File: config.mk
export PLATFORM = sky130hd
export DESIGN_NAME = spi_responder_flat
export DESIGN_NICKNAME = d
export VERILOG_FILES = /design/src/rtl/spi_responder_pkg.sv /design/src/rtl/spi_responder_if.sv /design/src/rtl/spi_responder_sync.sv /design/src/rtl/spi_responder.sv /design/src/flat_wrapper.sv
export SDC_FILE = /design/constraint.sdc
export NUM_CORES = 1
export LEC_CHECK = 0
export ABC_AREA = 1
export CORE_AREA = 2 2 70 72
export DETAILED_ROUTE_END_ITERATION = 12
export DIE_AREA = 0 0 72 74
export GPL_ROUTABILITY_DRIVEN = 0
export PLACE_DENSITY = 0.77
export RECOVER_POWER = 50
export SYNTH_ARGS = -nofsm -noshare
export SYNTH_HDL_FRONTEND = slang
export SYNTH_SLANG_ARGS = --single-unit
File: constraint.sdc
create_clock -name clk -period 3.4 [get_ports clk]
set_clock_uncertainty 0.15 [all_clocks]
set_input_delay 0.51 -clock clk [delete_from_list [all_inputs] [get_ports clk]]
set_output_delay 0.51 -clock clk [all_outputs]
set_load 0.02 [all_outputs]
File: src/rtl/spi_responder_pkg.sv
// Shared SPI definitions: default word size, responder FSM states and sizing helpers.
package spi_responder_pkg;

  localparam int SPI_WORD_BITS = 16;

  typedef enum logic [1:0] {
    ST_IDLE  = 2'd0,
    ST_SHIFT = 2'd1,
    ST_HOLD  = 2'd2
  } spi_state_e;

  // Bit counter must hold the value WORD_BITS itself, not only WORD_BITS-1.
  function automatic int cnt_width(input int word_bits);
    return $clog2(word_bits) + 1;
  endfunction

endpackage

File: src/rtl/spi_responder_if.sv
// Bundle of the MCU-facing SPI pins and the transmit word handshake.
interface spi_responder_if #(
  parameter int WORD_BITS = 16
) ();
  logic                 sck;
  logic                 cs;
  logic [WORD_BITS-1:0] txData;
  logic                 txValid;
  logic                 txReady;
  logic                 sdo;
  logic                 busy;
  logic                 txDone;
  logic                 txUnderrun;
  logic                 txAbort;

  modport master (
    output sck, cs, txData, txValid,
    input  txReady, sdo, busy, txDone, txUnderrun, txAbort
  );

  modport slave (
    input  sck, cs, txData, txValid,
    output txReady, sdo, busy, txDone, txUnderrun, txAbort
  );
endinterface

File: src/rtl/spi_responder_sync.sv
// Two-flop synchronizer for one asynchronous input into the clk domain.
module spi_responder_sync (
  input  logic clk,
  input  logic reset,
  input  logic d_i,
  output logic q_o
);
  logic meta_q, sync_q;

  always_ff @(posedge clk) begin
    if (reset) begin
      meta_q <= 1'b0;
      sync_q <= 1'b0;
    end else begin
      meta_q <= d_i;
      sync_q <= meta_q;
    end
  end

  assign q_o = sync_q;
endmodule

File: src/rtl/spi_responder.sv
// SPI mode-0 transmit responder: shifts one held word out on sdo per cs window,
// reporting completion, underrun and early abort as single-cycle pulses.
module spi_responder
  import spi_responder_pkg::*;
#(
  parameter int                   WORD_BITS = SPI_WORD_BITS,
  parameter logic [WORD_BITS-1:0] IDLE_WORD = '0
) (
  input  logic           clk,
  input  logic           reset,
  spi_responder_if.slave bus
);
  localparam int                 CNT_W    = cnt_width(WORD_BITS);
  localparam logic [CNT_W-1:0]   CNT_FULL = CNT_W'(WORD_BITS);

  // index 0 = sck, index 1 = cs
  logic [1:0] raw, syn;
  assign raw = {bus.cs, bus.sck};

  for (genvar gi = 0; gi < 2; gi++) begin : g_sync
    spi_responder_sync u_sync (
      .clk   (clk),
      .reset (reset),
      .d_i   (raw[gi]),
      .q_o   (syn[gi])
    );
  end

  spi_state_e           state_q, state_d;
  logic [WORD_BITS-1:0] shift_q, shift_d;
  logic [WORD_BITS-1:0] hold_q, hold_d;
  logic                 hold_full_q, hold_full_d;
  logic [CNT_W-1:0]     cnt_q, cnt_d;
  logic                 sck_prev_q, cs_prev_q;
  logic [1:0]           vld_pipe_q;
  logic                 cs_arm_q, cs_arm_d;
  logic                 sdo_q, sdo_d;
  logic                 busy_q, busy_d;
  logic                 done_q, done_d;
  logic                 underrun_q, underrun_d;
  logic                 abort_q, abort_d;

  logic sck_rise, sck_fall, cs_rise, cs_fall, accept;

  // cs_arm_q blocks a cs that is already high out of reset from starting a
  // transaction; it arms only once cs has truly been observed low, which
  // needs the synchronizer pipeline refilled (vld_pipe_q) first.
  assign sck_rise = syn[0] & ~sck_prev_q;
  assign sck_fall = ~syn[0] & sck_prev_q;
  assign cs_rise  = syn[1] & ~cs_prev_q & cs_arm_q;
  assign cs_fall  = ~syn[1] & cs_prev_q;
  assign accept   = bus.txValid & ~hold_full_q;
  assign cs_arm_d = cs_arm_q | (vld_pipe_q[1] & ~syn[1]);

  always_comb begin
    state_d     = state_q;
    shift_d     = shift_q;
    hold_d      = hold_q;
    hold_full_d = hold_full_q;
    cnt_d       = cnt_q;
    done_d      = 1'b0;
    underrun_d  = 1'b0;
    abort_d     = 1'b0;

    unique case (state_q)
      ST_IDLE: begin
        if (cs_rise) begin
          shift_d     = hold_full_q ? hold_q : IDLE_WORD;
          underrun_d  = ~hold_full_q;
          hold_full_d = 1'b0;
          cnt_d       = '0;
          state_d     = ST_SHIFT;
        end
      end
      ST_SHIFT: begin
        // cs fall wins over a coincident sck edge
        if (cs_fall) begin
          abort_d = 1'b1;
          shift_d = '0;
          cnt_d   = '0;
          state_d = ST_IDLE;
        end else if (sck_rise) begin
          cnt_d = cnt_q + 1'b1;
          if (cnt_d == CNT_FULL) begin
            done_d  = 1'b1;
            shift_d = '0;
            state_d = ST_HOLD;
          end
        end else if (sck_fall) begin
          shift_d = {shift_q[WORD_BITS-2:0], 1'b0};
        end
      end
      ST_HOLD: begin
        if (cs_fall) begin
          cnt_d   = '0;
          state_d = ST_IDLE;
        end
      end
      default: state_d = ST_IDLE;
    endcase

    // Applied after the FSM so a same-cycle start consumes the old contents
    // and the freshly accepted word stays held for the next transaction.
    if (accept) begin
      hold_d      = bus.txData;
      hold_full_d = 1'b1;
    end

    sdo_d  = (state_d == ST_SHIFT) ? shift_d[WORD_BITS-1] : 1'b0;
    busy_d = (state_d != ST_IDLE);
  end

  always_ff @(posedge clk) begin
    if (reset) begin
      state_q     <= ST_IDLE;
      shift_q     <= '0;
      hold_q      <= '0;
      hold_full_q <= 1'b0;
      cnt_q       <= '0;
      sck_prev_q  <= 1'b0;
      cs_prev_q   <= 1'b0;
      vld_pipe_q  <= '0;
      cs_arm_q    <= 1'b0;
      sdo_q       <= 1'b0;
      busy_q      <= 1'b0;
      done_q      <= 1'b0;
      underrun_q  <= 1'b0;
      abort_q     <= 1'b0;
    end else begin
      state_q     <= state_d;
      shift_q     <= shift_d;
      hold_q      <= hold_d;
      hold_full_q <= hold_full_d;
      cnt_q       <= cnt_d;
      sck_prev_q  <= syn[0];
      cs_prev_q   <= syn[1];
      vld_pipe_q  <= {vld_pipe_q[0], 1'b1};
      cs_arm_q    <= cs_arm_d;
      sdo_q       <= sdo_d;
      busy_q      <= busy_d;
      done_q      <= done_d;
      underrun_q  <= underrun_d;
      abort_q     <= abort_d;
    end
  end

  assign bus.txReady    = ~hold_full_q;
  assign bus.sdo        = sdo_q;
  assign bus.busy       = busy_q;
  assign bus.txDone     = done_q;
  assign bus.txUnderrun = underrun_q;
  assign bus.txAbort    = abort_q;
endmodule

File: src/flat_wrapper.sv
// flat-port wrapper written by rule: the top's interface ports become plain ports
module spi_responder_flat import spi_responder_pkg::*;
#(
  parameter int                   WORD_BITS = SPI_WORD_BITS,
  parameter logic [WORD_BITS-1:0] IDLE_WORD = '0
)
  (clk, reset, bus_sck, bus_cs, bus_txData, bus_txValid, bus_txReady, bus_sdo, bus_busy, bus_txDone, bus_txUnderrun, bus_txAbort);
  spi_responder_if #(.WORD_BITS(WORD_BITS)) bus_i ();
  input  logic clk;
  input  logic reset;
  input wire logic [$bits(bus_i.sck)-1:0] bus_sck;
  input wire logic [$bits(bus_i.cs)-1:0] bus_cs;
  input wire logic [$bits(bus_i.txData)-1:0] bus_txData;
  input wire logic [$bits(bus_i.txValid)-1:0] bus_txValid;
  output wire logic [$bits(bus_i.txReady)-1:0] bus_txReady;
  output wire logic [$bits(bus_i.sdo)-1:0] bus_sdo;
  output wire logic [$bits(bus_i.busy)-1:0] bus_busy;
  output wire logic [$bits(bus_i.txDone)-1:0] bus_txDone;
  output wire logic [$bits(bus_i.txUnderrun)-1:0] bus_txUnderrun;
  output wire logic [$bits(bus_i.txAbort)-1:0] bus_txAbort;
  assign bus_i.sck = bus_sck;
  assign bus_i.cs = bus_cs;
  assign bus_i.txData = bus_txData;
  assign bus_i.txValid = bus_txValid;
  assign bus_txReady = bus_i.txReady;
  assign bus_sdo = bus_i.sdo;
  assign bus_busy = bus_i.busy;
  assign bus_txDone = bus_i.txDone;
  assign bus_txUnderrun = bus_i.txUnderrun;
  assign bus_txAbort = bus_i.txAbort;
  spi_responder #(.WORD_BITS(WORD_BITS), .IDLE_WORD(IDLE_WORD)) u_core (.clk(clk), .reset(reset), .bus(bus_i));
endmodule
==> metrics.yaml <==
p_leak_nw: 1.34
clk_latency_ns: 0.30
cts_tree: "done"
post_cts_buffers: 0
status: "finished clean"
ys_ff_latch: 54
first_iter_violations: 153
finalHoldViolations: 0
power_mw: 1.23
gr-total-overflow: 0
p_seq_frac: 0.555
cts-hold-fix-buffers: 0
regToRegEndpoint: "u_core.shift_q[4]"
ys_types: 24
min-delay-start: "u_core.g_sync[1].u_sync.meta_q"
path_max_fanout: 16
slew_viol_final: 0
antenna_found_initial: 0
clock-sinks: 54
timing.final.crit_share: 0.687
tightestPinTransition_ns: 0.679
synthCells: 396
critPathLaunch: "u_core.hold_full_q"
fin_crit_ns: 2.33
cts_buffers: 5
layout_commonest_cell: "nor2_1"
place_hpwl_um: 3590
clockPowerShare: 0.340
io_buffers: 26
htreeDepth: 2
cp-endpoint: "bus_txReady"
mostFrequentLayoutCells: "nor2_1, inv_1, nand2_1"
ys_seq_area_frac: 0.410
wire_per_inst_um: 10.5
grt_max_degree: 35
max-vdd-ir-drop_mv: 0.240
grt_pass1_wl_um: 8670
intPower_mw: 0.935
start_util: 0.574
diodes: 0
combPwrFrac: 0.105
yosysWarnings: 0
postRouteAntennaNets: 0
stdcell_area_um2: 3000
setup-violations-final: 0
end_kind: "output port"
place_area_um2: 2900
grt_pass1_vias: 1940
crit_type: "reg2out"
cp.arrival_ns: 1.67
reg2reg_depth: 9
drc_errors: 0
p_per_area_nw_per_um2: 409
coreArea_um2: 4600
area_growth_syn_to_layout_pct: 13.8
fin_nets: 437
clockBufferDepth: 2
cp-start-kind: "flip-flop"
grt_setup_unrepaired: "no"
required_ns: 2.74
slew-limit-headroom: 0.547
rows: 25
pin_count: 27
min_path_type: "reg2reg"
num_vias: 2282
via_per_inst: 4.88
die_y_um: 74
cap_violations: 0
synth_area_um2: 2640
regToRegSetupSlack_ns: 1.19
p_sw_mw: 0.291
wirelength_um: 4940
tns_ns: 0
syn_avg_cell_area_um2: 6.66
die_w_um: 72
fmax_mhz: 428
clk_pin_slew_worst_paths_ns: 0.09
synth_nets: 420
die-area_um2: 5330
root_buffer: "clkbuf_8"
r2r-start: "u_core.sck_prev_q"
drive_above_1_share: 0.0628
power.share.switching: 0.237
drtPass1Iterations: 4
cts_resized: 0
grtUsageTotal: 0.203
n_fill_cell: 430
==> metrics by stage <==
step / cells / hold WS, ns / utilization / setup slack [ns]
finish: 468 / 0.259 / 0.653 / 1.07
global route: 468 / 0.288 / 0.653 / 0.956
CTS: 468 / 0.261 / 0.653 / 1.06
detailed placement: 460 / 0.246 / 0.630 / 1.25
global placement: 460 / 0.239 / 0.630 / 1.31
floorplan: 396 / 0.238 / - / 1.75
==> synthesized netlist by cell type <==
| master | number | area share |
|---|---|---|
| nor2_1 | 69 | 0.098 |
| dfxtp_1 | 54 | 0.41 |
| nand2_1 | 65 | 0.093 |
| nand4_1 | 17 | 0.040 |
| inv_1 | 68 | 0.097 |
| nor2_4 | 4 | 0.017 |
| clkbuf_1 | 9 | 0.013 |
| buf_2 | 8 | 0.015 |
| nand3_4 | 1 | 0.0066 |
| nor3_1 | 16 | 0.030 |
| o211ai_1 | 1 | 0.0028 |
| inv_2 | 7 | 0.010 |
| buf_4 | 1 | 0.0028 |
| nand2_4 | 1 | 0.0043 |
| o21ai_4 | 1 | 0.0062 |
| o21ai_0 | 23 | 0.044 |
| nand3_2 | 1 | 0.0038 |
| buf_6 | 1 | 0.0043 |
| nand3_1 | 35 | 0.066 |
| nor2_2 | 1 | 0.0024 |
| clkinv_1 | 1 | 0.0014 |
| ha_1 | 3 | 0.014 |
| o21bai_1 | 1 | 0.0028 |
| a21oi_1 | 8 | 0.015 |
==> power groups by stage <==
stage	clock network, mW	logic, mW	registers [mW]
after CTS	0.428	0.130	0.680
after detailed placement	0	0.129	0.695
after global routing	0.449	0.149	0.684
final	0.417	0.129	0.680
after global placement	0	0.126	0.694
after floorplan	0	0.0929	0.688
==> cell type report <==
cell class	instances	area [um^2]	share of cell area
inverters	76	285	0.0951
repair buffers	29	279	0.0930
multi-input cells	247	1180	0.393
well taps	54	67.6	0.0225
clock buffers	5	68.8	0.0229
flip-flops and latches	54	1080	0.360
clock inverters	3	40.0	0.0133
==> layer usage <==
metal,part of all wire,GRT usage
met2,0.42,0.317
met4,0.018,0.0692
met3,0.045,0.0393
met1,0.51,0.285
met5,0,0
==> flip-flops by register name (all words and copies together) (netlist names), 2 cells and up <==
register and count:
u_core.cnt_q 5, u_core.g_sync.u_sync.q_o 2, u_core.g_sync.u_sync.meta_q 2, u_core.state_q 2, u_core.hold_q 16, u_core.shift_q 16, u_core.vld_pipe_q 2
==> worst min path at each step <==
stage | end | slack [ns] | cells after the start
6_report | u_core.g_sync[1].u_sync.q_o | 0.26 | 2
5_1_grt | u_core.g_sync[1].u_sync.q_o | 0.29 | 2
4_1_cts | u_core.g_sync[1].u_sync.q_o | 0.26 | 2
3_5_place_dp | u_core.g_sync[1].u_sync.q_o | 0.25 | 2
3_3_place_gp | u_core.g_sync[1].u_sync.q_o | 0.24 | 2
2_1_floorplan | u_core.g_sync[0].u_sync.q_o | 0.24 | 2
==> critical path, stage by stage (launching register included) <==
cell and delay, ns:
dfxtp_1 0.62, inv_1 0.18, clkdlybuf4s50_1 0.58
==> cells by family (layout without fill, tap and decap cells) <==
| group | count (synthesis) | after routing | synth area share |
|---|---|---|---|
| compound gates | 34 | 34 | 0.0707 |
| fa+ha+maj | 3 | 3 | 0.0142 |
| buf+inv | 95 | 113 | 0.143 |
| flops | 54 | 54 | 0.410 |
| simple gates | 210 | 210 | 0.362 |
(Power assumes the default switching activity.)
